File: src/rtl/ay_cmd_pkg.sv
// Shared AY-3-8910 bus command definitions for the BK-0011M parallel-port decoder.
// Command values double as the {BDIR,BC1} bus encoding.
package ay_cmd_pkg;

  typedef enum logic [1:0] {
    CMD_INACT = 2'b00,
    CMD_RDPSG = 2'b01,
    CMD_WRPSG = 2'b10,
    CMD_LADDR = 2'b11
  } ay_cmd_e;

  localparam int MODE_ORIG  = 0;
  localparam int MODE_STAS1 = 1;

  typedef struct packed {
    logic inact;
    logic laddr;
    logic wrpsg;
    logic rdpsg;
  } ay_onehot_t;

  function automatic ay_onehot_t cmd_to_onehot(input ay_cmd_e cmd);
    ay_onehot_t oh;
    oh = 4'b0000;
    case (cmd)
      CMD_INACT: oh.inact = 1'b1;
      CMD_LADDR: oh.laddr = 1'b1;
      CMD_WRPSG: oh.wrpsg = 1'b1;
      CMD_RDPSG: oh.rdpsg = 1'b1;
      default:   oh.inact = 1'b1;
    endcase
    return oh;
  endfunction

endpackage

File: src/rtl/bk_in_sync.sv
// Multi-bit flop-chain synchroniser; every stage resets to a caller-supplied
// inactive pattern so that reset never looks like an access.
module bk_in_sync #(
  parameter int WIDTH  = 1,
  parameter int STAGES = 2
) (
  input  logic             clk,
  input  logic             rst,
  input  logic [WIDTH-1:0] rst_val,
  input  logic [WIDTH-1:0] d,
  output logic [WIDTH-1:0] q
);

  logic [WIDTH-1:0] stage_r [STAGES];

  // Shift the asynchronous inputs through the synchroniser chain.
  always_ff @(posedge clk) begin
    if (rst) begin
      for (int i = 0; i < STAGES; i++) begin
        stage_r[i] <= rst_val;
      end
    end else begin
      stage_r[0] <= d;
      for (int i = 1; i < STAGES; i++) begin
        stage_r[i] <= stage_r[i-1];
      end
    end
  end

  assign q = stage_r[STAGES-1];

endmodule

File: src/rtl/bk_ay_cmd_decoder.sv
// BK-0011M XT5 port to AY-3-8910 command decoder.
// MODE selects the wiring: 0 = Novo/original, 1 = Stas1 (LADDR/WRPSG qualifier swapped).
// SYNC_STAGES is the synchroniser depth (2..3).
// Optional macro AY_CMD_GLITCH_FILTER_EN: a decoded command must be seen on two
// consecutive synchronised samples before it is accepted (one extra cycle latency).
module bk_ay_cmd_decoder
  import ay_cmd_pkg::*;
#(
  parameter int MODE        = MODE_ORIG,
  parameter int SYNC_STAGES = 2
) (
  input  logic       clk,
  input  logic       rst,
  input  logic       strobe,
  input  logic       iwrbt,
  input  logic       dout,
  input  logic       isel2,
  input  logic [7:0] din,
  input  logic [7:0] ay_da_in,
  output logic       ay_inact,
  output logic       ay_laddr,
  output logic       ay_wrpsg,
  output logic       ay_rdpsg,
  output logic       ay_bdir,
  output logic       ay_bc1,
  output logic [7:0] ay_da_out,
  output logic       ay_da_oe,
  output logic [7:0] rdata,
  output logic       rdata_valid
);

  // Stas1 wiring inverts the meaning of the byte-write qualifier.
  localparam logic SWAP_WRBT = (MODE == MODE_STAS1) ? 1'b1 : 1'b0;
  // Inactive port levels: strobe low, nWRTBT high, read direction, nSEL2 high.
  localparam logic [11:0] SYNC_RST_VAL = {1'b0, 1'b1, 1'b0, 1'b1, 8'h00};

  logic [11:0] sync_in_s;
  logic [11:0] sync_out_s;
  logic        strobe_sync_s;
  logic        iwrbt_sync_s;
  logic        dout_sync_s;
  logic        isel2_sync_s;
  logic [7:0]  din_sync_s;

  ay_cmd_e     dec_cmd_s;
  ay_cmd_e     req_cmd_s;
  ay_cmd_e     cmd_nxt_s;
  ay_cmd_e     cmd_r;
  ay_onehot_t  oh_nxt_s;
  ay_onehot_t  oh_r;
  logic        drive_nxt_s;
  logic        rd_done_s;
  logic [1:0]  bus_ctl_r;
  logic        da_oe_r;
  logic [7:0]  da_out_r;
  logic [7:0]  rdata_r;
  logic        rdata_valid_r;

  assign sync_in_s = {strobe, iwrbt, dout, isel2, din};

  bk_in_sync #(
    .WIDTH  (12),
    .STAGES (SYNC_STAGES)
  ) u_in_sync (
    .clk     (clk),
    .rst     (rst),
    .rst_val (SYNC_RST_VAL),
    .d       (sync_in_s),
    .q       (sync_out_s)
  );

  assign {strobe_sync_s, iwrbt_sync_s, dout_sync_s, isel2_sync_s, din_sync_s} = sync_out_s;

  // Decode the synchronised port lines into the requested AY command.
  always_comb begin
    dec_cmd_s = CMD_INACT;
    if (strobe_sync_s && !isel2_sync_s) begin
      if (!dout_sync_s) begin
        dec_cmd_s = CMD_RDPSG;
      end else if (iwrbt_sync_s ^ SWAP_WRBT) begin
        dec_cmd_s = CMD_WRPSG;
      end else begin
        dec_cmd_s = CMD_LADDR;
      end
    end else begin
      dec_cmd_s = CMD_INACT;
    end
  end

`ifdef AY_CMD_GLITCH_FILTER_EN
  ay_cmd_e prev_dec_r;

  // Remember the previous decoded sample for the stability check.
  always_ff @(posedge clk) begin
    if (rst) begin
      prev_dec_r <= CMD_INACT;
    end else begin
      prev_dec_r <= dec_cmd_s;
    end
  end

  // Accept a new command only once two consecutive samples agree; otherwise hold.
  always_comb begin
    req_cmd_s = cmd_r;
    if (dec_cmd_s == prev_dec_r) begin
      req_cmd_s = dec_cmd_s;
    end else begin
      req_cmd_s = cmd_r;
    end
  end
`else
  // Every synchronised sample is taken as the request.
  always_comb begin
    req_cmd_s = dec_cmd_s;
  end
`endif

  // Next command: force one INACT cycle between two different active commands.
  always_comb begin
    cmd_nxt_s = req_cmd_s;
    if ((cmd_r != CMD_INACT) && (req_cmd_s != CMD_INACT) && (req_cmd_s != cmd_r)) begin
      cmd_nxt_s = CMD_INACT;
    end else begin
      cmd_nxt_s = req_cmd_s;
    end
  end

  // Next-cycle output values derived from the next command.
  always_comb begin
    oh_nxt_s    = cmd_to_onehot(cmd_nxt_s);
    drive_nxt_s = (cmd_nxt_s == CMD_LADDR) || (cmd_nxt_s == CMD_WRPSG);
    rd_done_s   = (cmd_r == CMD_RDPSG) && (cmd_nxt_s != CMD_RDPSG);
  end

  // Command state and registered command/bus-control outputs.
  always_ff @(posedge clk) begin
    if (rst) begin
      cmd_r     <= CMD_INACT;
      oh_r      <= cmd_to_onehot(CMD_INACT);
      bus_ctl_r <= 2'b00;
    end else begin
      cmd_r     <= cmd_nxt_s;
      oh_r      <= oh_nxt_s;
      bus_ctl_r <= cmd_nxt_s;
    end
  end

  // Data path: drive AY bus on address/write, capture read data when a read ends.
  always_ff @(posedge clk) begin
    if (rst) begin
      da_oe_r       <= 1'b0;
      da_out_r      <= 8'h00;
      rdata_r       <= 8'h00;
      rdata_valid_r <= 1'b0;
    end else begin
      da_oe_r       <= drive_nxt_s;
      rdata_valid_r <= rd_done_s;
      if (drive_nxt_s) begin
        da_out_r <= din_sync_s;
      end
      if (rd_done_s) begin
        rdata_r <= ay_da_in;
      end
    end
  end

  assign ay_inact    = oh_r.inact;
  assign ay_laddr    = oh_r.laddr;
  assign ay_wrpsg    = oh_r.wrpsg;
  assign ay_rdpsg    = oh_r.rdpsg;
  assign ay_bdir     = bus_ctl_r[1];
  assign ay_bc1      = bus_ctl_r[0];
  assign ay_da_out   = da_out_r;
  assign ay_da_oe    = da_oe_r;
  assign rdata       = rdata_r;
  assign rdata_valid = rdata_valid_r;

endmodule

File: config.mk
export PLATFORM = sky130hd
export DESIGN_NAME = bk_ay_cmd_decoder
export DESIGN_NICKNAME = d
export VERILOG_FILES = /design/src/rtl/ay_cmd_pkg.sv /design/src/rtl/bk_in_sync.sv /design/src/rtl/bk_ay_cmd_decoder.sv
export SDC_FILE = /design/constraint.sdc
export NUM_CORES = 1
export LEC_CHECK = 0
export ABC_CLOCK_PERIOD_IN_PS = 1590
export BUFFER_PORTS_ARGS = -buffer_cell sky130_fd_sc_hd__clkbuf_2
export CORE_ASPECT_RATIO = 2
export CORE_MARGIN = 1.5
export CORE_UTILIZATION = 50
export CTS_CLUSTER_SIZE = 24
export DETAILED_ROUTE_END_ITERATION = 8
export PLACE_DENSITY = 0.77
export RECOVER_POWER = 25
export SYNTH_ARGS = -nofsm -noshare
export SYNTH_HDL_FRONTEND = slang
export SYNTH_SLANG_ARGS = --single-unit
File: constraint.sdc
create_clock -name clk -period 1.59 [get_ports clk]
set_clock_uncertainty 0.2 [all_clocks]
set_input_delay 0.0795 -clock clk [delete_from_list [all_inputs] [get_ports clk]]
set_output_delay 0.0795 -clock clk [all_outputs]
set_load 0.05 [all_outputs]
==> impl_metrics.csv <==
group,metric,value,unit
status,status,"finished clean",
critical_path,slowest_stage,"dfxtp_4",
critical_path,path_depth,5,
clock_tree,clk_latency,0.29,ns
place,gp_congestion,0.665,
routing,ant_nets,0,
timing,setup_slack,0.0875,ns
power_and_ir_drop,leakage,0.887,nW
routing,drt-met1-wl,965,µm
floorplanning,start_util,0.529,
critical_path,path_cells,"nor2b_4, xor2_2, nor3b_2, buf_6, mux2i_1",
routing,drtPass1Iterations,2,
grt,grt_pass1_wl,4400,µm
clock_tree,numCtsBuffers,5,
place,dpl_worst_slack,0.0200,ns
synthesis,yosys_warnings,0,
floorplanning,ioPinCount,46,
finish,final_cell_mix,"dfxtp_1, clkbuf_2, nor2b_1",
routing,vias,1123,
timing,hold_viol,0,
clock_tree,clkSlewWorstSetupHoldPaths,0.08,ns
grt,gr-total-overflow,0,
synthesis,ys_ff_latch,47,
clock_tree,htree_levels,2,
power_and_ir_drop,power_density,947,mW/mm²
grt,grt_max_degree,25,
synthesis,syn_area_per_cell,11.3,µm²
timing,tightest_slew,0.857,ns
critical_path,regToRegSetupSlack,0.09,ns
critical_path,required,1.61,ns
finish,final_util,0.703,
floorplanning,rows,28,
critical_path,path_buf_inv,1,
critical_path,crit_path_end,"ay_da_out[3]",
job,drv_cap,0,
critical_path,r2r_start,"bus_ctl_r[1]",
floorplanning,die_x,42.9,µm
timing,maxSlewViolCount,0,
clock_tree,tritoncts,"yes",
routing,vias_per_cell,4.70,
floorplanning,dieArea,0.00355,mm²
finish,diodes,0,
synthesis,synthCells,141,
timing,final.min_clock_period,1.50,ns
clock_tree,root_buffer,"clkbuf_8",
critical_path,reg2regPathDepth,5,
routing,drt_iter0_markers,4,
finish,drive_above_1_share,0.311,
place,place_hpwl,1890,µm
finish,area_delta_synth_final,32.9,%
critical_path,cp_top_family,"flip-flops",
critical_path,startpoint,"bus_ctl_r[1]",
critical_path,r2r-end,"ay_da_out[3]",
grt,grt_pass1_vias,1089,
floorplanning,core,0.00301,mm²
critical_path,crit_fanout,9,
timing,setup_viol_count_final,0,
timing,rsz0062_at_grt,"no",
clock_tree,cts_buffer_depth,2,
routing,wl_met3,148,µm
hold_path,worstHoldPathType,"primary input to flop",
critical_path,end_kind,"flop",
critical_path,max_stage_delay,0.37,ns
routing,dr_wl_met2,1570,µm
critical_path,path_class,"flop to flop",
synthesis,synthesis.area,0.00159,mm²
grt,grt_use_total,0.163,
clock_tree,cts_sinks,47,
routing,top_layer,"met4",
timing,fmax,0.666,GHz
critical_path,cp-start-kind,"flop",
finish,nNetsFinal,230,
routing,drc,0,
timing,relSlewSlack,0.428,
place,io_buffers,45,
critical_path,arrival,1.52,ns
synthesis,syn-num-nets,163,
routing,routedWlPerCell,11.5,µm
timing,fin_setup_tns,0,ns
timing,min_period_over_period,0.945,
grt,grt_antenna_before_repair,0,
power_and_ir_drop,peakVddDrop,0.000723,V
finish,final_common_cell,"dfxtp_1",
floorplanning,chipHeight,82.8,µm
synthesis,yosysSeqAreaShare,0.591,
synthesis,yosys.cell_types.count,24,
clock_tree,post_cts_buffers,0,
routing,routed_wl,2740,µm
==> cells in the mapped netlist <==
library cell	number	area [µm²]
o21ai_0	2	10.0
or2_2	4	25.0
buf_4	3	22.5
and2b_1	1	7.51
xor2_1	1	8.76
nor2b_4	1	13.8
nand2b_1	16	100
nand2_1	1	3.75
nand2b_2	1	8.76
dfxtp_1	47	941
clkbuf_1	5	18.8
o211a_1	1	10.0
nor2_1	9	33.8
nor4_1	1	6.26
a21oi_1	1	5.00
a32oi_1	1	8.76
nor3b_1	1	7.51
mux2i_1	17	170
nor2b_1	22	138
xor2_2	1	16.3
nor3_1	2	10.0
nor3b_2	1	12.5
buf_6	1	11.3
inv_1	1	3.75
==> final cells by class <==
type	count	area (µm²)
repair buffers	69	450
well taps	30	37.5
fillers	240	896
flip-flops and latches	47	946
multi-input cells	84	596
clock buffers	5	68.8
clock inverters	3	15.0
inverters	1	3.75
==> logic make-up (layout without fill, tap and decap cells) <==
| group | Yosys count | in the layout | synth area share |
|---|---|---|---|
| buffers and inverters | 10 | 78 | 0.0353 |
| multiplexers | 17 | 17 | 0.107 |
| AND/OR/NAND/NOR | 60 | 60 | 0.230 |
| XOR/XNOR | 2 | 2 | 0.0157 |
| AO/OA/AOI/OAI | 5 | 5 | 0.0212 |
| flip-flops | 47 | 47 | 0.591 |
==> worst min path at each step <==
stage	startpoint	to	slack, ns	cells past startpoint
3_5_place_dp	iwrbt	u_in_sync.stage_r[0][10]	0.06	2
2_1_floorplan	iwrbt	u_in_sync.stage_r[0][10]	-0.02	1
5_1_grt	rst	u_in_sync.stage_r[0][12]	0.22	2
6_report	rst	u_in_sync.stage_r[0][21]	0.18	2
3_3_place_gp	isel2	u_in_sync.stage_r[0][8]	0.06	2
4_1_cts	rst	u_in_sync.stage_r[0][21]	0.05	2
==> metrics by stage <==
stage	hold slack (ns)	cells	area, µm²	power, mW
floorplan	-0.0167	141	1600	1.29
global placement	0.0609	211	1840	1.33
detailed placement	0.0647	211	1840	1.33
CTS	0.0460	239	2120	2.03
global route	0.224	239	2120	2.09
finish	0.178	239	2120	2.01
==> state kept, by name, summed over array words and instances, names as in the netlist <==
register,flops
u_in_sync.stage_r,24
rdata_valid,1
ay_laddr,1
ay_inact,1
bus_ctl_r,2
rdata,8
ay_rdpsg,1
ay_da_out,8
ay_wrpsg,1
==> timing repair <==
item                                   in CTS  in global routing
gates resized for setup                     0                  2
hold buffers                               20                  0
setup endpoints to repair                   0                 12
endpoints found under the hold margin      20                  0
==> power by group <==
group	leakage [nW]	switching [mW]	total, mW	internal, mW
registers	0.385	0.00979	1.21	1.20
clock network	0.0477	0.367	0.668	0.301
logic	0.454	0.0440	0.124	0.0797
==> per-layer routing <==
layer / GRT usage / up-vias
li1: - / 583
met1: 0.133 / 495
met2: 0.321 / 38
met3: 0.0478 / 7
met4: 0.0767 / 0
met5: 0 / -
Power figures use the tool's default switching activity.
